$ cat src/rtl/dft_obs_hold_sched.sv
// dft_obs_hold_sched
//   Round-robin scheduler for groups of DFT observation hold cells. Every group's HOLD line
//   idles high (value frozen). On request, one group at a time gets a capture window of
//   CAP_CYC cycles with HOLD low. HOLD then returns high and a one-cycle ACK is issued.
//   SETTLE_CYC idle cycles follow before the next arbitration.
//
// Ports
//   i_cp       clock, all state changes on the rising edge
//   i_rn       synchronous active-low reset
//   i_enable   1 = new grants allowed
//   i_req      per-group level request, held by the requester until its ACK
//   o_hold     per-group hold control, 1 = hold, 0 = capture
//   o_ack      per-group one-cycle pulse at the end of that group's capture window
//   o_busy     1 while the scheduler is not idle
//   o_cur_grp  index of the most recently granted group
module dft_obs_hold_sched #(
    parameter int unsigned NGRP       = 4,
    parameter int unsigned CAP_CYC    = 1,
    parameter int unsigned SETTLE_CYC = 1,
    parameter int unsigned IDXW       = 2
) (
    input  logic            i_cp,
    input  logic            i_rn,
    input  logic            i_enable,
    input  logic [NGRP-1:0] i_req,
    output logic [NGRP-1:0] o_hold,
    output logic [NGRP-1:0] o_ack,
    output logic            o_busy,
    output logic [IDXW-1:0] o_cur_grp
);

    localparam int unsigned CNT_MAX = (CAP_CYC > SETTLE_CYC) ? CAP_CYC : SETTLE_CYC;
    localparam int unsigned CNTW    = (CNT_MAX > 1) ? $clog2(CNT_MAX) : 1;

    typedef enum logic [1:0] {
        StIdle,
        StCapture,
        StSettle
    } state_e;

    state_e          r_state;
    logic [CNTW-1:0] r_cnt;
    logic [IDXW-1:0] r_ptr;
    logic [NGRP-1:0] r_hold;
    logic [NGRP-1:0] r_ack;
    logic            r_busy;
    logic [IDXW-1:0] r_cur_grp;

    logic            w_found;
    logic [IDXW-1:0] w_sel;
    logic [IDXW-1:0] w_try;
    logic [IDXW-1:0] w_ptr_nxt;

    // Scan requests starting at the round-robin pointer, wrapping at NGRP; first hit wins.
    always_comb begin
        w_found = 1'b0;
        w_sel   = '0;
        w_try   = '0;
        for (int unsigned i = 0; i < NGRP; i++) begin
            w_try = IDXW'((32'(r_ptr) + i) % NGRP);
            if (!w_found && i_req[w_try]) begin
                w_found = 1'b1;
                w_sel   = w_try;
            end
        end
        w_ptr_nxt = IDXW'((32'(w_sel) + 32'd1) % NGRP);
    end

    always_ff @(posedge i_cp) begin
        if (!i_rn) begin
            r_state   <= StIdle;
            r_cnt     <= '0;
            r_ptr     <= '0;
            r_hold    <= '1;
            r_ack     <= '0;
            r_busy    <= 1'b0;
            r_cur_grp <= '0;
        end else begin
            r_ack <= '0;
            unique case (r_state)
                StIdle: begin
                    if (i_enable && w_found) begin
                        r_hold    <= ~(NGRP'(1) << w_sel);
                        r_cur_grp <= w_sel;
                        r_ptr     <= w_ptr_nxt;
                        r_cnt     <= CNTW'(CAP_CYC - 1);
                        r_state   <= StCapture;
                        r_busy    <= 1'b1;
                    end
                end
                StCapture: begin
                    if (r_cnt == '0) begin
                        // The single low HOLD bit marks the group to acknowledge.
                        r_ack  <= ~r_hold;
                        r_hold <= '1;
                        if (SETTLE_CYC > 0) begin
                            r_cnt   <= CNTW'(SETTLE_CYC - 1);
                            r_state <= StSettle;
                        end else begin
                            r_state <= StIdle;
                            r_busy  <= 1'b0;
                        end
                    end else begin
                        r_cnt <= r_cnt - 1'b1;
                    end
                end
                StSettle: begin
                    if (r_cnt == '0) begin
                        r_state <= StIdle;
                        r_busy  <= 1'b0;
                    end else begin
                        r_cnt <= r_cnt - 1'b1;
                    end
                end
                default: begin
                    r_state <= StIdle;
                    r_hold  <= '1;
                    r_busy  <= 1'b0;
                end
            endcase
        end
    end

    assign o_hold    = r_hold;
    assign o_ack     = r_ack;
    assign o_busy    = r_busy;
    assign o_cur_grp = r_cur_grp;

endmodule
$ cat config.mk
export PLATFORM = sky130hd
export DESIGN_NAME = dft_obs_hold_sched
export DESIGN_NICKNAME = d
export VERILOG_FILES = /design/src/rtl/dft_obs_hold_sched.sv
export SDC_FILE = /design/constraint.sdc
export NUM_CORES = 1
export LEC_CHECK = 0
export CAP_MARGIN = 20
export CORE_AREA = 2 2 43 45
export DETAILED_ROUTE_END_ITERATION = 10
export DIE_AREA = 0 0 45 47
export PLACE_DENSITY = 0.77
export SYNTH_ARGS = -nofsm -noshare
export SYNTH_HDL_FRONTEND = slang
export SYNTH_SLANG_ARGS = --single-unit
$ cat constraint.sdc
create_clock -name i_cp -period 1.3 [get_ports i_cp]
set_input_delay 0.13 -clock i_cp [delete_from_list [all_inputs] [get_ports i_cp]]
set_output_delay 0.13 -clock i_cp [all_outputs]
set_load 0.02 [all_outputs]
## Word-level counts from Yosys, hierarchy flattened

Cells that the tools add are included.

- Memory bits (writable): 0
- Input bits: 7
- Register bits: 16
- Bits in latches: 0
- Memories kept: 0
- Bits in read-only memories: 0
- Output and inout port bits: 11

- Shift operators: 1
- $add $sub $neg: 5
- Bitwise logic cells: 5
- Magnitude comparators: 4
- Div/mod/pow operators: 0
- Multiply operators: 0
- Equality and inequality tests: 5
- Reduce and logical (&&, ||, !) cells: 16
- Mux-type cells: 29

Operator list:

| cell | count |
|---|---|
| $mux W2 | 7 |
| $lt A2 B3 Y1 const B | 4 |
| $mux W1 | 12 |
| $pmux W4 S3 | 1 |
| $reduce_and A3 Y1 | 3 |
| $bmux W1 S2 | 4 |
| $mux W4 | 2 |
| $not A4 Y4 | 2 |
| $ne A2 B2 Y1 const B | 3 |
| $pmux W2 S3 | 1 |
| $add A2 B1 Y2 const B | 2 |
| $add A2 B2 Y2 const B | 2 |
| $logic_and A1 B1 Y1 | 4 |
| $reduce_and A2 Y1 | 2 |
| $shl A1 B2 Y4 const A | 1 |
| $logic_not A1 Y1 | 3 |
| $not A1 Y1 | 3 |
| $pmux W1 S3 | 1 |
| $reduce_or A3 Y1 | 1 |
| $eq A2 B1 Y1 const B | 1 |
| $eq A2 B2 Y1 const B | 1 |
| $logic_not A2 Y1 | 1 |
| $pmux W1 S2 | 1 |
| $reduce_bool A2 Y1 | 1 |
| 2 further kinds | 2 |

## Logic depth before layout (Yosys ltp)

Gate-level depths: netlist of the first run.

- Depth in word-level cells: 16
- Gate-level depth with buffers: 5
- Mapped depth without buffers: 5

## Least setup slack after synthesis of the first run

No wires, ideal clock.

- Path type: reg-to-reg
- Start: register r_ptr[0]
- End: register r_hold[1], in the netlist o_hold[1]
- Data arrival time: 1.118 ns
- Required time: 1.167 ns
- Slack: 0.049 ns
- Cell stages (with the launch flop): 6
- Path through: dfxtp_1 -> nor2b_2 -> or3_4 -> a21oi_4 -> nor2b_1 -> o211ai_1

- Word-level cells in the longest chain between the ends: 16
- Elaborated cells between the ends (all ways): 32
- Those cells by class: add/sub (3); eq/ne (1); shift (1); mux (18); bitwise (1); reduce/logical (8)

RTL lines:

| element | RTL line | source |
|---|---|---|
| from (decl) | 43 | `logic [IDXW-1:0] r_ptr;` |
| from (signal assigned) | 85 | `r_ptr <= w_ptr_nxt;` |
| branches (longest 16 deep; another with $add A2 B1 Y2) | n/a |  |
| to (signal assigned) | 83 | `r_hold <= ~(NGRP'(1) << w_sel);` |
| to (decl) | 44 | `logic [NGRP-1:0] r_hold;` |

Parallel ways; which one is timed is not known. The select of a mux whose other input is x is not followed.
A chain may end at the register's enable or synchronous reset.

## Final worst setup path of the first run

- Start: register r_ptr[0]
- End: register r_hold[3], in the netlist o_hold[3]

The elaborated chain is that of the path after synthesis.

==> results of run 1 <==
cell families (layout without fill, tap and decap cells):
| group | count (synthesis) | count (layout) | share of synthesized area, % |
|---|---|---|---|
| flip-flops | 15 | 15 | 48.68 |
| XOR/XNOR | 1 | 1 | 1.420 |
| AO/OA/AOI/OAI | 16 | 16 | 19.27 |
| AND/OR/NAND/NOR | 30 | 30 | 30.02 |
| buffers and inverters | 1 | 27 | 0.6079 |
cells in the final DEF, fill, tap and decap left out, types with 2 or more instances in the layout:
master / instances
dlygate4sd2_1: 14
dfxtp_1: 13
nor2_1: 8
buf_4: 5
nor2b_1: 4
nand2_1: 4
o21ai_0: 4
clkbuf_4: 3
nor2b_2: 2
nand3b_1: 2
a21boi_1: 2
o211ai_1: 2
clkdlybuf4s50_1: 2
dfxtp_2: 2
critical path, cell delays in order (launching register included):
cell and delay [ns]:
dfxtp_2 0.36, nor2b_2 0.05, or3_4 0.34, a21oi_4 0.20
and3_4 0.22, o21ai_2 0.05
cells in the mapped netlist, types with 2 or more instances:
library cell / count
a21boi_1: 2
o21ai_0: 4
nor2_1: 8
o211ai_1: 2
dfxtp_1: 15
nor2b_1: 6
nand3b_1: 2
nand2_1: 4
layout make-up:
class	instances	share of cell area, %
tap	17	2.364
timing repair buffer	22	21.42
multi-input combinational	47	39.22
clock buffer	4	2.921
sequential	15	33.66
inverter	1	0.4172
through the flow:
| stage | hold WS [ns] | setup WS [ns] | utilization [%] |
|---|---|---|---|
| 3_3_place_gp | 0.4211 | -0.3726 | 50.30 |
| 2_1_floorplan | 0.2475 | 0.04866 | - |
| 5_1_grt | 0.4666 | -0.1339 | 54.47 |
| 4_1_cts | 0.4440 | -0.08013 | 52.88 |
| 6_report | 0.4402 | -0.04020 | 54.47 |
| 3_5_place_dp | 0.4320 | -0.4209 | 50.30 |
registers in the layout, indices dropped and copies added (netlist names):
register   cells
o_hold         4
o_ack          4
r_state        2
r_ptr          2
o_busy         1
o_cur_grp      2
what timing repair did:
item / 4_1_cts / 5_1_grt
buffers inserted: 2 / 0
gates resized for setup: 20 / 4
gates cloned: 0 / 0
endpoints found under the setup margin: 21 / 8
pin swaps: 5 / 4
per-layer routing:
layer / vias up / share of wire [%]
li1: 274 / -
met3: 2 / 6.7
met1: 247 / 41
met4: 0 / 0.82
met2: 19 / 51
met5: - / 0
final timing paths:
path / start / to / slack [ns] / cells past startpoint
setup / recovery: r_ptr[0] / o_hold[3] / -0.04 / 5
setup reg to reg: r_ptr[0] / o_hold[3] / -0.04 / 5
hold / removal: o_hold[3] / o_ack[3] / 0.44 / 1
hold reg to reg: o_hold[3] / o_ack[3] / 0.44 / 1
power by group through the flow:
stage / Combinational [W] / Clock [W] / Sequential (W)
floorplan: 0.000108 / 0 / 0.000538
global placement: 0.000214 / 0 / 0.000519
detailed placement: 0.000221 / 0 / 0.000520
CTS: 0.000228 / 0.000272 / 0.000509
global route: 0.000255 / 0.000289 / 0.000513
finish: 0.000233 / 0.000266 / 0.000509
==> metrics.txt, run 1 <==
status finished, violations left; failing checks negative setup slack; Sw Ratio between 20% and 30%; Fill cells around 170; die width 45 um; worst-margin pin slew 0.3480 ns; CTS max path bufs 2; TritonRoute pass-1 iters 3; met1 GRT Util 13.58%; Post-synth EDFFs 0; largest fanout on the critical path 5; Clock transition at path regs 0.09 ns; setup_tns -0.05711 ns; Avg WL per Cell 11.56 um; Combinational Power Share between 20% and 30%; final std cells w/o fill 106; core area between 1500 and 2000 um2; Worst setup EP type flop; Yosys reg bits 15; Leak Pwr a little over 0.4 nW; GRT overflow 0; CTS tree yes; Clk Latency, worst-skew pair about 0.29 ns; Final Cycle Share 103.1%; I/O pin cnt 18; crit path DAT approximately 1.5 ns; register area share after synthesis 48.68%; Placer Congestion 0.7661; post-synth top area cell dfxtp_1; internal power 0.0007276 W; Top FF cell, synth dfxtp_1; TritonCTS Sinks 15; cts bufs inserted 3; Fmax about 750 MHz; GR Util met2 27.14%; Post-route DRC 0; Syn Std Cell Area approximately 620 um2; Synth Net Count 70; first-pass GRT wire length between 2 and 2.5 mm; cell area power density 1120 nW/um2; Avg Inst Size Synth between 9 and 10 um2; PortBufs 17; switching power 0.0002798 W; share of the synthesized area in the top cell type 48.68%; Crit Path Class reg -> reg; Vias/cell ~5; vias in the first global route 497; hold crit path type reg -> reg; multi-input gate area in the final layout 352.8 um2; Layout Nets 97; grt met3 use 5.769%; FP Rows 15; Clock Tree Root clkbuf_4; HPWL after DPL 967.8 um; Cells after Synth 63; Tmin final 1.340 ns; YS warnings 0; fin. max-slew vios 0; Startpoint Class flop; largest net degree at the start of global routing 9; Post-Place Cells 100; final worst slack -0.04020 ns; asr flop ratio synth 0%; Seq pwr share 50.5%; required time worst endpoint 1.46 ns; Clk pwr share 26.4%; die area 2115 um2; Finished Cell Area 899.6 um2; top post-synthesis cells by area dfxtp_1 49%, nor2b_1 6.1%, nor2_1 4.9%, o21ai_0 3.2%, a21oi_4 2.6%; final hold viol count 0; Die Y 47 um; Antenna Nets Post-Route 0; Routed WL around 1.2 mm; Max Cap Viol 0; area delta synth->final 45.84%; storage element area 302.8 um2; # H-tree levels 1; Tot GR Track Use 14.19%; final setup skew 0.01051 ns; setup violators final 2; Via Count around 540; Antenna diodes 0; starting density of the core 37.35%; placed cell area 830.8 um2; layout cells sized above 1 approximately a quarter; Netlist cell types 28; antenna violations before repair 0; First DRT Iteration DRCs 3; gr busiest metal met2; Max IR drop VDD between 0.0006 and 0.0007 V; RSZ-0062 raised after global routing yes; Tot Pwr roughly 0.0010 W; Post-CTS Hold Buffers 0; Slew headroom 76.75%
(Power assumes the default switching activity.)
==> inputs of run 2 (changes only) <==
Settings changed: CORE_AREA 2 2 43 45 to 2 2 41 47, DIE_AREA 0 0 45 47 to 0 0 43 49.
==> metrics.txt, run 2 (synthesis results as in run 1) <==
largest fanout on the critical path 5 (unchanged); Crit Path Class reg -> reg; starting density of the core 36.68% (-0.67 points); Placer Congestion 0.7423 (-3.1%); Die Y 49 um (+4.3%); layout cells sized above 1 19.54% (-6.3 points); setup_tns -0.02041 ns (+0.03670 ns); I/O pin cnt 18 (unchanged); First DRT Iteration DRCs 6 (+3); fin. max-slew vios 0 (unchanged); post-layout util 51.19% (-3.3 points); antenna violations before repair 0 (unchanged); Leak Pwr 0.3744 nW (-7.1%); Slew headroom 79.73% (+3.0 points); Max IR drop VDD 0.0005239 V (-24%); Tmin final 1.320 ns (-0.01980 ns); Startpoint Class flop; HPWL after DPL 962.2 um (-0.58%); TritonRoute pass-1 iters 4 (+1); Post-route DRC 0 (unchanged); Worst setup EP type flop; DP Worst Slack -0.4179 ns (+0.002956 ns); Routed WL 1.151 mm (-6.0%); setup violators final 1 (-1); Max Cap Viol 0 (unchanged); grt met3 use 3.333% (-2.4 points); crit path DAT 1.48 ns (-0.02 ns); Avg WL per Cell 10.96 um (-5.1%); Fmax 757.3 MHz (+1.5%); TritonCTS Sinks 15 (unchanged); commonest cells after routing, fill and taps aside 14 x dlygate4sd2_1, 13 x dfxtp_1, 8 x nor2_1; Clk Latency, worst-skew pair 0.29 ns (about the same); cts bufs inserted 3 (unchanged); Via Count 520 (-4.1%); worst-margin pin slew 0.3034 ns (-0.04454 ns); die area 2107 um2 (-0.38%); Final Cycle Share 101.6% (-1.5 points); GRT overflow 0 (unchanged); Antenna Nets Post-Route 0 (unchanged); largest net degree at the start of global routing 11 (+2); GR Util met2 22.98% (-4.2 points); cell area power density 1148 nW/um2 (+2.5%); Fill cells 174 (+1.8%); met1 GRT Util 11.29% (-2.3 points); Clock transition at path regs 0.10 ns (about the same); RSZ-0062 raised after global routing yes; commonest non-fill, non-tap cell in the layout dlygate4sd2_1; Tot GR Track Use 12.30% (-1.9 points); PortBufs 17 (unchanged); Vias/cell 4.952 (-3.1%); FP Rows 16 (+1); final worst slack -0.02041 ns (+0.01980 ns); Antenna diodes 0 (unchanged); status finished, violations left; required time worst endpoint 1.45 ns (about the same); gr busiest metal met2; core area 1682 um2 (+1.8%); first-pass GRT wire length 1.904 mm (-7.7%); hold_ws 0.4362 ns (-0.004010 ns); vias in the first global route 494 (-0.60%); area delta synth->final 39.55%; CTS tree yes; Layout Nets 95 (-2.1%); final hold viol count 0 (unchanged); final setup skew 0.01486 ns (+0.004344 ns); Clock Tree Root clkbuf_4; CTS max path bufs 2 (unchanged); # H-tree levels 1 (unchanged); failing checks negative setup slack; die width 43 um (-4.4%); hold crit path type reg -> reg
run 2: critical path, stage by stage (launching register included):
cell      delay (ns)
dfxtp_2         0.35
or3_4           0.40
a21oi_4         0.19
nor2b_1         0.15
o211ai_1        0.09
run 2: path summary, 6_finish.rpt:
kind	depth (start not counted)	slack, ns	endpoint	start
setup / recovery	4	-0.02	o_hold[1]	r_ptr[1]
hold / removal	1	0.44	o_ack[2]	o_hold[2]
setup reg to reg	4	-0.02	o_hold[1]	r_ptr[1]
hold reg to reg	1	0.44	o_ack[2]	o_hold[2]
run 2: layout make-up:
| type | count | area, um2 | area share, % |
|---|---|---|---|
| clock buffers | 3 | 22.52 | 2.616 |
| clock inverters | 1 | 7.507 | 0.8721 |
| inverters | 1 | 3.754 | 0.4360 |
| multi-input cells | 47 | 326.6 | 37.94 |
| flip-flops and latches | 15 | 302.8 | 35.17 |
| well taps | 18 | 22.52 | 2.616 |
| repair buffers | 20 | 175.2 | 20.35 |
run 2: where the power goes:
part           leakage [nW]  internal [W]  switching (W)
registers             0.123      0.000489      0.0000216
clock network        0.0139      0.000117       0.000160
logic                 0.237     0.0000999       0.000101
run 2: what timing repair did:
action,in CTS,in global routing
setup buffers,0,0
hold buffers,0,0
pin swaps,2,0
gates cloned,0,0
gates resized for setup,18,0
endpoints found under the setup margin,21,6
run 2: through the flow:
step,total power [W],std cells,area [um2]
finish,0.0009884,105,860.8
floorplan,0.0006458,63,616.8
CTS,0.0009939,105,860.8
detailed placement,0.0007334,101,832.0
global placement,0.0007277,101,832.0
global route,0.001033,105,860.8
run 2: metal layers:
layer	part of all wire (%)	up-vias
met4	2.5	0
li1	-	271
met1	42	227
met2	50	17
met5	0	-
met3	6.1	5
==> inputs of run 3 (changes only) <==
Settings changed: DONT_BUFFER_PORTS set to 1, PLACE_DENSITY 0.77 to 0.63.
==> metrics.txt, run 3 (synthesis results as in run 1) <==
status finished, violations left; failing checks negative setup slack; Final Cycle Share 100.5% (-1.1 points); Avg WL per Cell 12.68 um (+16%); starting density of the core 36.68% (unchanged); Leak Pwr 0.2789 nW (-26%); Slew headroom 81.73% (+2.0 points); core area 1682 um2 (unchanged); largest net degree at the start of global routing 9 (-2); crit path DAT 1.46 ns (-0.02 ns); required time worst endpoint 1.45 ns (about the same); cell area power density 1348 nW/um2 (+17%); final worst slack -0.006431 ns (+0.01398 ns); Tmin final 1.306 ns (-0.01398 ns); Tot Pwr 0.0009376 W (-5.1%); layout cells sized above 1 22.86% (+3.3 points); Antenna diodes 0 (unchanged); Finished Cell Area 695.7 um2 (-19%); Worst setup EP type flop; final hold viol count 0 (unchanged); PortBufs 0 (-17); RSZ-0062 raised after global routing yes; Fmax 765.4 MHz (+1.1%); Combinational Power Share 15.0% (-5.3 points); TritonCTS Sinks 15 (unchanged); r2r startpoint r_ptr[1]; fin. max-slew vios 0 (unchanged); DP Worst Slack -0.0001307 ns (+0.4178 ns); internal power 0.0006805 W (-3.6%); First DRT Iteration DRCs 4 (-2); I/O pin cnt 18 (unchanged); reg-to-reg setup timing slack -0.006 ns (about the same); Via Count 467 (-10%); Post-CTS Setup Bufs 0 (unchanged); Fill cells 176 (+1.1%); cts bufs inserted 3 (unchanged); setup violators final 1 (unchanged); Seq pwr share 56.8% (+5.1 points); # H-tree levels 1 (unchanged); R2R depth 4 (unchanged); Die Y 49 um (unchanged); commonest non-fill, non-tap cell in the layout dfxtp_1; Clock Tree Root clkbuf_4; Clock transition at path regs 0.09 ns (about the same); post-layout util 41.37% (-9.8 points); Clk Latency, worst-skew pair 0.28 ns (about the same); Routed WL 1.116 mm (-3.0%); FF-to-FF End o_hold[1]; CTS max path bufs 2 (unchanged); area delta synth->final 12.78%; Crit Path Class reg -> reg; vias in the first global route 449 (-9.1%); Sw Ratio 27.42% (-1.2 points); Antenna Nets Post-Route 0 (unchanged); family with the most delay on the worst path simple AND/OR/NAND/NOR gates; GRT overflow 0 (unchanged); CTS tree yes; Hold Path Origin i_rn; Placer Congestion 0.7631 (+2.8%); placed cell area 654.4 um2 (-21%); Vias/cell 5.307 (+7.2%); antenna violations before repair 0 (unchanged); capture point of the critical path o_hold[1]; Critical Path Max Stage Delay 0.40 ns (about the same); CP Cell Sequence or3_4 > a21oi_4 > nor2b_2 > o211ai_1; number of buffers and inverters on the critical path 0 (unchanged); Post-route DRC 0 (unchanged); CP startpoint r_ptr[1]; HPWL after DPL 858 um (-11%); worst-margin pin slew 0.2737 ns (-0.02975 ns); switching power 0.0002571 W (-9.0%); die width 43 um (unchanged); Critical-path top delay cell or3_4; final setup skew 0.006973 ns (-0.007884 ns); hold crit path type in -> reg; Max IR drop VDD 0.0005002 V (-4.5%); Max Cap Viol 0 (unchanged); TritonRoute pass-1 iters 4 (unchanged); Layout Nets 78 (-18%); largest fanout on the critical path 5 (unchanged); commonest cells after routing, fill and taps aside 13 x dfxtp_1, 8 x nor2_1, 5 x nor2b_1; Tot GR Track Use 12.10% (-0.20 points); Clk pwr share 28.2% (about the same); Startpoint Class flop; first-pass GRT wire length 1.911 mm (+0.37%); hold_ws 0.1048 ns (-0.3315 ns); FP Rows 16 (unchanged); die area 2107 um2 (unchanged); Levels on crit path 4 (unchanged)
[run 3: cell count changes in the layout (fill, tap and decap cells not counted)]
cell | before | now
clkinvlp_4 | 1 | 0
nand3b_2 | 0 | 1
nand3b_4 | 1 | 0
dlygate4sd3_1 | 0 | 1
dlygate4sd2_1 | 14 | 0
buf_4 | 3 | 2
nor2_4 | 1 | 0
clkbuf_1 | 0 | 1
nor2b_1 | 6 | 5
clkdlybuf4s50_1 | 3 | 0
nor2_2 | 0 | 1
nor2b_2 | 1 | 2
[run 3: final cells by class]
class / instances / area [um2] / area share, %
inverter: 1 / 3.754 / 0.5396
sequential: 15 / 302.8 / 43.53
tap: 18 / 22.52 / 3.237
timing repair buffer: 3 / 25.02 / 3.597
clock buffer: 4 / 26.28 / 3.777
multi-input combinational: 47 / 315.3 / 45.32
[run 3: power by group through the flow]
stage / logic [W] / clock network, W / registers [W]
finish: 0.000141 / 0.000264 / 0.000533
floorplan: 0.000108 / 0 / 0.000538
CTS: 0.000138 / 0.000272 / 0.000534
global placement: 0.000132 / 0 / 0.000542
detailed placement: 0.000134 / 0 / 0.000543
global route: 0.000155 / 0.000299 / 0.000538
[run 3: worst min-delay path by stage]
stage                end  slack [ns]  cells past startpoint
6_report       o_hold[0]        0.10                      2
3_3_place_gp      o_busy        0.25                      1
5_1_grt        o_hold[0]        0.12                      2
4_1_cts        o_hold[0]        0.10                      2
3_5_place_dp      o_busy        0.26                      1
2_1_floorplan     o_busy        0.25                      1
[run 3: repair_timing]
action,CTS,global route
hold buffers,1,0
setup endpoints to repair,2,4
pin swaps,0,1
resized for setup,2,1
hold endpoints to repair,5,0
[run 3: routing by layer]
layer | up-vias | track usage [%] | wire (um)
li1 | 234 | - | -
met1 | 209 | 13.86 | 485
met2 | 21 | 18.43 | 516
met3 | 3 | 5.556 | 98
met4 | 0 | 6.566 | 14
met5 | - | 0 | 0
[run 3: through the flow]
step                      std cells    TNS (ns)
after floorplan                  63           0
after global placement           83           0
after detailed placement         83  -0.0001307
after CTS                        88           0
after global routing             88     -0.1416
final                            88   -0.006431
[run 3: worst register-to-register path, delay by kind of cell, from the launching register on]
family / cells / cell delay (ns)
AOI/OAI and AO/OA: 2 / 0.26
DFF: 1 / 0.35
and+or+nand+nor: 2 / 0.56
